### src/rtl/avmm_apb_pkg.sv
// rtl/avmm_apb_pkg.sv - shared types and constants for the AVMM-to-APB bridge
package avmm_apb_pkg;

  typedef enum logic [1:0] {
    IDLE,
    SETUP,
    ACCESS,
    DONE
  } state_t;

  localparam logic [1:0] RESP_OKAY   = 2'b00;
  localparam logic [1:0] RESP_SLVERR = 2'b10;
  localparam logic [1:0] RESP_DECERR = 2'b11;

  localparam logic [31:0] DEFAULT_TIMEOUT_RDATA = 32'hBADADD12;

endpackage

### src/rtl/avmm_slave_apb_master.sv
// rtl/avmm_slave_apb_master.sv - Avalon-MM slave to APB4 master bridge, one transfer outstanding
module avmm_slave_apb_master
  import avmm_apb_pkg::*;
#(
  parameter int          ADDR_WIDTH     = 32,
  parameter int          DATA_WIDTH     = 32,
  parameter int          TIMEOUT_CYCLES = 250,
  parameter logic [31:0] TIMEOUT_RDATA  = DEFAULT_TIMEOUT_RDATA
) (
  input  logic                  clk,
  input  logic                  rst,
  input  logic [ADDR_WIDTH-1:0] avmm_address,
  input  logic                  avmm_read,
  input  logic                  avmm_write,
  input  logic [DATA_WIDTH-1:0] avmm_writedata,
  input  logic [3:0]            avmm_byteenable,
  output logic                  avmm_waitrequest,
  output logic [DATA_WIDTH-1:0] avmm_readdata,
  output logic                  avmm_readdatavalid,
  output logic                  avmm_writeresponsevalid,
  output logic [1:0]            avmm_response,
  output logic                  psel,
  output logic                  penable,
  output logic [31:0]           paddr,
  output logic                  pwrite,
  output logic [DATA_WIDTH-1:0] pwdata,
  output logic [3:0]            pstrb,
  input  logic                  pready,
  input  logic [DATA_WIDTH-1:0] prdata,
  input  logic                  pslverr
);

  localparam int TW = $clog2(TIMEOUT_CYCLES + 1);
  localparam logic [TW-1:0] TIMER_LAST = TW'(TIMEOUT_CYCLES - 1);

  if (DATA_WIDTH != 32) begin : g_bad_data_width
    $error("avmm_slave_apb_master: DATA_WIDTH must be 32");
  end
  if (ADDR_WIDTH > 32 || ADDR_WIDTH < 1) begin : g_bad_addr_width
    $error("avmm_slave_apb_master: ADDR_WIDTH must be 1..32");
  end
  if (TIMEOUT_CYCLES < 2) begin : g_bad_timeout
    $error("avmm_slave_apb_master: TIMEOUT_CYCLES must be >= 2");
  end

  state_t          state_q, state_d;
  logic [TW-1:0]   timer_q, timer_d;

  logic                  waitrequest_d;
  logic [DATA_WIDTH-1:0] readdata_d;
  logic                  readdatavalid_d;
  logic                  writeresponsevalid_d;
  logic [1:0]            response_d;
  logic                  psel_d;
  logic                  penable_d;
  logic [31:0]           paddr_d;
  logic                  pwrite_d;
  logic [DATA_WIDTH-1:0] pwdata_d;
  logic [3:0]            pstrb_d;

  always_ff @(posedge clk) begin
    if (rst) begin
      state_q                 <= IDLE;
      timer_q                 <= '0;
      avmm_waitrequest        <= 1'b1;
      avmm_readdata           <= '0;
      avmm_readdatavalid      <= 1'b0;
      avmm_writeresponsevalid <= 1'b0;
      avmm_response           <= RESP_OKAY;
      psel                    <= 1'b0;
      penable                 <= 1'b0;
      paddr                   <= '0;
      pwrite                  <= 1'b0;
      pwdata                  <= '0;
      pstrb                   <= '0;
    end else begin
      state_q                 <= state_d;
      timer_q                 <= timer_d;
      avmm_waitrequest        <= waitrequest_d;
      avmm_readdata           <= readdata_d;
      avmm_readdatavalid      <= readdatavalid_d;
      avmm_writeresponsevalid <= writeresponsevalid_d;
      avmm_response           <= response_d;
      psel                    <= psel_d;
      penable                 <= penable_d;
      paddr                   <= paddr_d;
      pwrite                  <= pwrite_d;
      pwdata                  <= pwdata_d;
      pstrb                   <= pstrb_d;
    end
  end

  always_comb begin
    state_d              = state_q;
    timer_d              = '0;
    waitrequest_d        = 1'b1;
    readdata_d           = avmm_readdata;
    readdatavalid_d      = 1'b0;
    writeresponsevalid_d = 1'b0;
    response_d           = avmm_response;
    psel_d               = psel;
    penable_d            = penable;
    paddr_d              = paddr;
    pwrite_d             = pwrite;
    pwdata_d             = pwdata;
    pstrb_d              = pstrb;

    unique case (state_q)
      IDLE: begin
        // A simultaneous read and write is resolved as a write.
        if (avmm_read || avmm_write) begin
          state_d  = SETUP;
          psel_d   = 1'b1;
          paddr_d  = 32'(avmm_address);
          pwrite_d = avmm_write;
          pwdata_d = avmm_writedata;
          pstrb_d  = avmm_write ? avmm_byteenable : 4'h0;
        end
      end

      SETUP: begin
        state_d   = ACCESS;
        penable_d = 1'b1;
      end

      ACCESS: begin
        if (pready) begin
          state_d       = DONE;
          psel_d        = 1'b0;
          penable_d     = 1'b0;
          waitrequest_d = 1'b0;
          response_d    = pslverr ? RESP_SLVERR : RESP_OKAY;
          if (!pwrite) begin
            readdata_d = prdata;
          end
        end else if (timer_q == TIMER_LAST) begin
          state_d       = DONE;
          psel_d        = 1'b0;
          penable_d     = 1'b0;
          waitrequest_d = 1'b0;
          response_d    = RESP_DECERR;
          if (!pwrite) begin
            readdata_d = TIMEOUT_RDATA;
          end
        end else begin
          timer_d = (&timer_q) ? timer_q : timer_q + TW'(1);
        end
      end

      DONE: begin
        state_d              = IDLE;
        readdatavalid_d      = !pwrite;
        writeresponsevalid_d = pwrite;
      end

      default: begin
        state_d = IDLE;
      end
    endcase
  end

endmodule

### config.mk
export PLATFORM = sky130hd
export DESIGN_NAME = avmm_slave_apb_master
export DESIGN_NICKNAME = d
export VERILOG_FILES = /design/src/rtl/avmm_apb_pkg.sv /design/src/rtl/avmm_slave_apb_master.sv
export SDC_FILE = /design/constraint.sdc
export NUM_CORES = 1
export LEC_CHECK = 0
export ABC_AREA = 0
export CAP_MARGIN = 20
export CORE_ASPECT_RATIO = 0.6
export CORE_MARGIN = 1
export CORE_UTILIZATION = 41
export CTS_CLUSTER_SIZE = 40
export DETAILED_ROUTE_END_ITERATION = 10
export PLACE_DENSITY = 0.8
export SETUP_SLACK_MARGIN = 0.05
export SLEW_MARGIN = 20
export SYNTH_ARGS = -nofsm -noshare
export SYNTH_HDL_FRONTEND = slang
export SYNTH_SLANG_ARGS = --single-unit
### constraint.sdc
create_clock -name clk -period 2.2 [get_ports clk]
set_input_delay 0.33 -clock clk [delete_from_list [all_inputs] [get_ports clk]]
set_output_delay 0.33 -clock clk [all_outputs]
set_load 0.02 [all_outputs]
==> flow_metrics.tcl, run 1 <==
set metrics [dict create \
    fin_crit_sh_pct 91.4 \
    crit_chain "nand4_4 -> o31ai_4 -> or3_1 -> a21oi_1" \
    cp-end-kind "register" \
    status "completed" \
    holdCritPathClass "in -> reg" \
    crit_fanout 20 \
    arrival_ns 2.28 \
    cp_num_buf_inv 0 \
    gp_congestion 0.875 \
    post_cts_buffers 0 \
    avgSynthCellArea_sq_um 8.56 \
    grt_pass1_wl_mm 19.9 \
    required_ns 2.47 \
    m1WireLength_mm 5.54 \
    design.die.area_sq_um 11500 \
    htreeDepth 4 \
    die_h_um 83.6 \
    cts.clk_slew.worst_paths_ns 0.05 \
    cts.sinks 118 \
    critPathLaunchType "register" \
    power.density_nw_per_um2 1160 \
    critical-path-max-stage-delay_ns 0.78 \
    yosysSeqAreaShare_pct 52.0 \
    ys_ff_latch 118 \
    cpMaxStageDelayCell "o31ai_4" \
    slew_headroom_pct 42.4 \
    worstSetupEndpoint "timer_q[2]" \
    root_buffer "clkbuf_16" \
    path_delay_family "compound AO/OA/AOI/OAI gates" \
    highest_layer "met4" \
    rows 29 \
    synth_top_area_cell "dfxtp_1" \
    post_drt_wl_per_cell_um 14.7 \
    clockBufferDepth 2 \
    final-hold-violation-count 0 \
    r2r_setup_slack_ns 0.19 \
    io_pins 214 \
    wl_met3_mm 1.10 \
    timing.rr.end "timer_q[2]" \
    syn-num-nets 644 \
    synth-edff-count 0 \
    hold_buffers 0 \
    drive_gt1_share_pct 8.72 \
    viasPerCell 5.00 \
    dp_hpwl_mm 9.05 \
    n_antenna_cell 0 \
    power_mw 8.46 \
    synth.area.top_cells "dfxtp_1 (52%), a21oi_1 (13%), nand2_1 (11%), a211oi_1 (2.6%), nor3_2 (2.2%)" \
    synth_cells 531 \
    cts_tree "built" \
    n_fill_cell 811 \
    drc_errors 0 \
    finalSetupViolations 0 \
    area_delta_synth_final_pct 61.0 \
    first_iter_violations 156 \
    cp_num_cells 4 \
    crit_start "timer_q[4]" \
    gr-usage-all-layers_pct 22.0 \
    io_buffers 213 \
    rsz0062_at_grt "no" \
    ys.warnings.count 0 \
    postCtsResizedCells 0 \
    min_from "rst" \
    finalNonFillerCells 884 \
    rr_worst_depth 4 \
    fmax_mhz 497 \
    syn_area_sq_um 4550 \
    grt_max_degree 72 \
    cap_violations 0 \
    tightest_slew_ns 0.863 \
    synthFlopType "dfxtp_1" \
    numCtsBuffers 17 \
    grt-ovfl-total 0 \
    wirelength_mm 13.0 \
    p_leak_nw 2.69 \
    ir_drop_v 0.000765 \
    fin_tns_setup_ns 0 \
    worstSetupPathType "reg -> reg" \
    dp.cells 851 \
    slew_viol_final 0 \
    r2r-start "timer_q[4]" \
    vias 4421 \
    grt_pass1_vias 4230 \
    async_flop_share_pct 0 \
    period_needed_ns 2.01 \
    final_nets 845 \
    clock_latency_ns 0.40 \
    synth_top_cell_area_share_pct 52.0 \
    ant_nets 0 \
    antenna_found_initial 0 \
    dr_wl_met2_mm 6.09 \
    ys_types 41 \
    core_sq_um 10700 \
    die_w_um 138 \
    dr.pass1.iters 4 \
    skew_ns 0.0138 \
    start_util_pct 42.6 \
]
[placed cells by master, fill, tap and decap left out, types with 2 or more instances in the layout]
cell type and count:
a211oi_1 16, a21oi_1 122, and3_1 2, buf_12 3
buf_4 6, bufinv_16 2, clkbuf_1 4, clkbuf_16 17
clkbuf_8 3, clkdlybuf4s50_1 212, clkinv_2 3, clkinvlp_4 3
dfxtp_1 118, ha_1 7, inv_1 4, mux2i_1 3
nand2_1 138, nand2b_1 2, nand3_1 6, nor2_1 25
nor2_2 3, nor3_1 10, nor3_2 10, o21a_1 2
or2_2 2, or3_1 2, xnor2_1 3, xor2_1 2
[worst min-delay path by stage]
| stage | slack, ns | to | depth (start not counted) |
|---|---|---|---|
| finish | 0.41 | pstrb[2] | 2 |
| CTS | 0.40 | paddr[1] | 2 |
| floorplan | 0.47 | paddr[14] | 2 |
| global route | 0.41 | paddr[12] | 2 |
| detailed placement | 0.45 | pstrb[3] | 2 |
| global placement | 0.44 | pstrb[1] | 2 |
[final cells by class]
cell class | instances | area (sq um) | share of cell area, %
Clock buffer | 24 | 482 | 6.58
Tap cell | 139 | 174 | 2.38
Inverter | 5 | 21.3 | 0.291
Clock inverter | 8 | 97.6 | 1.33
Timing Repair Buffer | 221 | 2230 | 30.4
Multi-Input combinational cell | 369 | 1950 | 26.7
Sequential cell | 118 | 2360 | 32.3
[per-layer routing]
layer	up-vias	GRT usage (%)
met4	0	9.19
met3	27	7.35
met1	2013	25.6
met2	194	36.7
met5	-	0
li1	2187	-
[report_power, final]
part / total (mW) / internal (mW) / switching [mW]
combinational: 3.02 / 1.33 / 1.69
sequential: 2.78 / 2.54 / 0.238
clock: 2.66 / 1.75 / 0.914
[per-stage QoR]
stage	area [sq um]	setup slack, ns	hold slack (ns)	util, %
6_report	7320	0.188	0.406	68.6
2_1_floorplan	4550	0.529	0.466	-
5_1_grt	7320	0.0472	0.413	68.6
4_1_cts	7310	0.209	0.397	68.5
3_3_place_gp	6730	0.332	0.438	63.1
3_5_place_dp	6730	0.228	0.446	63.1
[kinds of logic after synthesis]
logic type | synth area share (%)
XOR/XNOR | 0.964
flip-flops | 52.0
AO/OA/AOI/OAI | 18.1
multiplexers | 0.661
adder cells (fa/ha/maj) | 1.93
AND/OR/NAND/NOR | 20.8
buffers and inverters | 5.61
[registers in the layout, summed over array words and instances (netlist names), 2 cells and up]
signal	cells
avmm_readdata	32
pwdata	32
paddr	32
pstrb	4
state_q	2
avmm_response	2
timer_q	8
[cell usage after synthesis, types with 3 or more instances]
master / n
dfxtp_1: 118
nor2_1: 25
clkbuf_1: 18
ha_1: 7
a211oi_1: 16
nand2_1: 138
buf_2: 12
nor3_2: 10
xnor2_1: 3
buf_6: 4
buf_4: 3
a21oi_1: 122
nor3_1: 10
nand3_1: 6
inv_1: 4
mux2i_1: 3
(Power assumes the default switching activity.)
==> inputs of run 2 (changes only) <==
--- a/config.mk
+++ b/config.mk
@@ -9,10 +9,10 @@
 export CAP_MARGIN = 20
 export CORE_ASPECT_RATIO = 0.6
 export CORE_MARGIN = 1
-export CORE_UTILIZATION = 41
+export CORE_UTILIZATION = 44
 export CTS_CLUSTER_SIZE = 40
 export DETAILED_ROUTE_END_ITERATION = 10
-export PLACE_DENSITY = 0.8
+export PLACE_DENSITY = 0.85
 export SETUP_SLACK_MARGIN = 0.05
 export SLEW_MARGIN = 20
 export SYNTH_ARGS = -nofsm -noshare
==> constraint.sdc (replaced) <==
create_clock -name clk -period 2.35 [get_ports clk]
set_input_delay 0.3525 -clock clk [delete_from_list [all_inputs] [get_ports clk]]
set_output_delay 0.3525 -clock clk [all_outputs]
set_load 0.02 [all_outputs]
==> flow_metrics.tcl, run 2 (synthesis results as in run 1) <==
set metrics [dict create \
    antenna_found_initial 0 \
    die_h_um 80.7 \
    clockBufferDepth 2 \
    root_buffer "clkbuf_16" \
    arrival_ns 2.30 \
    clock_latency_ns 0.40 \
    required_ns 2.65 \
    post_drt_wl_per_cell_um 14.5 \
    fin_crit_sh_pct 85.0 \
    rsz0062_at_grt "no" \
    grt-ovfl-total 0 \
    io_buffers 213 \
    final-hold-violation-count 0 \
    top_regs "avmm_readdata x32, paddr x32, pwdata x32" \
    wl_met3_mm 1.04 \
    period_needed_ns 2.00 \
    start_util_pct 45.7 \
    n_fill_cell 730 \
    dp.cells 847 \
    finalSetupViolations 0 \
    highest_layer "met4" \
    ant_nets 0 \
    dr_wl_met2_mm 5.99 \
    tightest_slew_ns 0.817 \
    die_w_um 133 \
    layout.cells.most_common_list "clkdlybuf4s50_1 (212), nand2_1 (138), a21oi_1 (122)" \
    final_nets 844 \
    design.die.area_sq_um 10800 \
    status "completed" \
    hold_ws_ns 0.423 \
    cts.clk_slew.worst_paths_ns 0.06 \
    hold_buffers 0 \
    slew_viol_final 0 \
    fmax_mhz 501 \
    finalNonFillerCells 879 \
    core_sq_um 9950 \
    cp-end-kind "register" \
    dp_hpwl_mm 8.99 \
    viasPerCell 5.01 \
    area_delta_synth_final_pct 61.0 \
    p_leak_nw 2.68 \
    power.density_nw_per_um2 1090 \
    skew_ns 0.00689 \
    post_cts_buffers 0 \
    gp_congestion 0.828 \
    dr.pass1.iters 4 \
    vias 4404 \
    n_antenna_cell 0 \
    wirelength_mm 12.8 \
    io_pins 214 \
    slew_headroom_pct 45.5 \
    rows 28 \
    cts_tree "built" \
    drive_gt1_share_pct 9.14 \
    cap_violations 0 \
    first_iter_violations 168 \
    htreeDepth 4 \
    cts.sinks 118 \
    postCtsResizedCells 0 \
    grt_pass1_vias 4099 \
    grt_pass1_wl_mm 19.6 \
    grt_max_degree 60 \
    crit_fanout 28 \
    gr-usage-all-layers_pct 23.0 \
    fin_tns_setup_ns 0 \
    holdCritPathClass "in -> reg" \
    worstSetupPathType "reg -> reg" \
    numCtsBuffers 17 \
    critPathLaunchType "register" \
    drc_errors 0 \
    power_mw 7.98 \
    m1WireLength_mm 5.53 \
    ir_drop_v 0.000637 \
    final_common_cell "clkdlybuf4s50_1" \
]
## run 2: cell types whose count changed in the layout (fill, tap and decap cells not counted)
cell        delta
clkbuf_1       -4
clkinvlp_4     +4
clkbuf_8       -2
clkinv_2       -2
clkinv_4       +2
inv_6          +2
nor2_2         -1
## run 2: path summary, 6_finish.rpt
path              start           endpoint  slack [ns]  cells after the start
max          state_q[0]  avmm_readdata[13]        0.35                      6
min                 rst           paddr[4]        0.42                      2
max reg2reg  state_q[0]  avmm_readdata[13]        0.35                      6
min reg2reg   paddr[25]          paddr[25]        0.45                      2
## run 2: cell type report
cell class              count  area [sq um]  area share [%]
flip-flops and latches    118          2360            32.3
well taps                 135           169            2.31
clock buffers              18           439            6.00
repair buffers            221          2230            30.4
clock inverters            14           153            2.09
inverters                   5          21.3           0.291
multi-input cells         368          1950            26.6
## run 2: stage by stage
stage / cell area [sq um] / setup slack [ns] / utilization, %
floorplan: 4550 / 0.679 / -
global placement: 6730 / 0.423 / 67.6
detailed placement: 6730 / 0.365 / 67.6
CTS: 7320 / 0.376 / 73.6
global route: 7320 / 0.150 / 73.6
finish: 7320 / 0.353 / 73.6
## run 2: routing by layer
metal	global-route usage (%)	up-vias
li1	-	2180
met1	28.1	2024
met5	0	-
met2	38.4	176
met4	8.52	0
met3	7.30	24
## run 2: power breakdown
part	internal (mW)	switching [mW]	total, mW
clock network	1.59	0.941	2.54
registers	2.38	0.202	2.58
logic	1.26	1.61	2.87
## run 2: worst max-delay path, stage by stage, from the launching register on
cell      delay, ns
dfxtp_1        0.34
inv_1          0.10
ha_1           0.38
nand2_2        0.16
nor2_4         0.48
a21oi_1        0.17
a211oi_1       0.26
==> inputs of run 3 (changes only) <==
--- a/config.mk
+++ b/config.mk
@@ -9,10 +9,10 @@
 export CAP_MARGIN = 20
 export CORE_ASPECT_RATIO = 0.6
 export CORE_MARGIN = 1
-export CORE_UTILIZATION = 44
+export CORE_UTILIZATION = 41
 export CTS_CLUSTER_SIZE = 40
 export DETAILED_ROUTE_END_ITERATION = 10
-export PLACE_DENSITY = 0.85
+export PLACE_DENSITY = 0.8
 export SETUP_SLACK_MARGIN = 0.05
 export SLEW_MARGIN = 20
 export SYNTH_ARGS = -nofsm -noshare
==> constraint.sdc (replaced) <==
create_clock -name clk -period 1.9 [get_ports clk]
set_input_delay 0.285 -clock clk [delete_from_list [all_inputs] [get_ports clk]]
set_output_delay 0.285 -clock clk [all_outputs]
set_load 0.02 [all_outputs]
==> flow_metrics.tcl, run 3 (synthesis results as in run 1) <==
set metrics [dict create \
    crit_fanout 5 \
    required_ns 1.62 \
    start_util_pct 42.6 \
    fmax_mhz 577 \
    status "completed" \
    tightest_slew_ns 0.460 \
    n_antenna_cell 0 \
    holdCritPathClass "in -> reg" \
    n_fill_cell 823 \
    antenna_found_initial 0 \
    skew_ns 0.0105 \
    grt_pass1_wl_mm 20.4 \
    cpMaxStageDelayCell "clkdlybuf4s50_1" \
    cts_tree "built" \
    drive_gt1_share_pct 9.26 \
    io_buffers 213 \
    finalSetupViolations 0 \
    first_iter_violations 212 \
    final_common_cell "clkdlybuf4s50_1" \
    core_sq_um 10700 \
    dr.pass1.iters 4 \
    crit_chain "clkdlybuf4s50_1" \
    period_needed_ns 1.73 \
    critical-path-max-stage-delay_ns 0.65 \
    viasPerCell 4.98 \
    htreeDepth 4 \
    critPathLaunchType "register" \
    rows 29 \
    cts.sinks 118 \
    die_h_um 83.6 \
    layout.cells.most_common_list "clkdlybuf4s50_1 (212), nand2_1 (138), a21oi_1 (122)" \
    m1WireLength_mm 5.49 \
    wl_met3_mm 1.16 \
    ir_drop_v 0.000831 \
    fin_tns_setup_ns 0 \
    die_w_um 138 \
    worstSetupPathType "reg -> out" \
    root_buffer "clkbuf_16" \
    numCtsBuffers 17 \
    drc_errors 0 \
    cp_num_buf_inv 1 \
    hold_buffers 0 \
    cp-end-kind "output pin" \
    cts.clk_slew.worst_paths_ns 0.05 \
    fin_crit_sh_pct 91.2 \
    path_delay_family "buffers and inverters" \
    grt_pass1_vias 4268 \
    io_pins 214 \
    dp_hpwl_mm 8.82 \
    grt_max_degree 72 \
    power.density_nw_per_um2 1380 \
    final_nets 845 \
    vias 4404 \
    slew_headroom_pct 69.4 \
    p_leak_nw 2.73 \
    clock_latency_ns 0.39 \
    rsz0062_at_grt "no" \
    highest_layer "met4" \
    gp_congestion 0.822 \
    wirelength_mm 12.7 \
    cap_violations 0 \
    ant_nets 0 \
    finalNonFillerCells 884 \
    final-hold-violation-count 0 \
    dp.cells 852 \
    post_drt_wl_per_cell_um 14.4 \
    arrival_ns 1.45 \
    grt-ovfl-total 0 \
    design.die.area_sq_um 11500 \
    clockBufferDepth 2 \
    area_delta_synth_final_pct 63.0 \
    top_regs "avmm_readdata x32, paddr x32, pwdata x32" \
    gr-usage-all-layers_pct 22.4 \
    slew_viol_final 0 \
    dr_wl_met2_mm 5.94 \
]
[run 3: worst paths after layout]
check	cells past startpoint	slack [ns]	to	start
worst min register to register	2	0.45	paddr[28]	paddr[28]
worst max-delay path	1	0.17	pwrite	pwrite
worst max register to register	6	0.23	avmm_readdata[12]	state_q[0]
worst min-delay path	2	0.35	paddr[1]	rst
[run 3: layout make-up]
cell class              instances  area, sq um  area share (%)
repair buffers                222         2250            30.3
clock buffers                  20          457            6.16
flip-flops and latches        118         2360            31.9
well taps                     139          174            2.35
multi-input cells             368         1950            26.3
clock inverters                12          200            2.70
inverters                       5         21.3           0.287
[run 3: through the flow]
| step | setup slack [ns] | power [mW] | util (%) | hold WS, ns | area, sq um |
|---|---|---|---|---|---|
| after floorplan | 0.229 | 5.24 | - | 0.421 | 4550 |
| after global routing | 0.0983 | 10.8 | 69.5 | 0.340 | 7410 |
| after detailed placement | 0.116 | 6.75 | 63.3 | 0.446 | 6750 |
| after CTS | 0.132 | 10.3 | 69.4 | 0.323 | 7410 |
| final | 0.167 | 10.2 | 69.5 | 0.354 | 7410 |
| after global placement | 0.209 | 6.64 | 63.3 | 0.441 | 6750 |
[run 3: power breakdown]
group	total [mW]	internal, mW	switching (mW)	leakage (nW)
sequential	3.19	2.94	0.249	0.965
combinational	3.52	1.54	1.98	1.45
clock	3.51	2.40	1.11	0.312
[run 3: timing repair]
action / CTS / global route
gates resized for setup: 0 / 1
setup endpoints to repair: 0 / 17
setup buffers: 0 / 0
[run 3: routing by layer]
metal	up-vias	global-route usage [%]
met5	-	0
met4	0	6.72
met2	157	35.8
met3	12	9.11
met1	2047	27.5
li1	2188	-
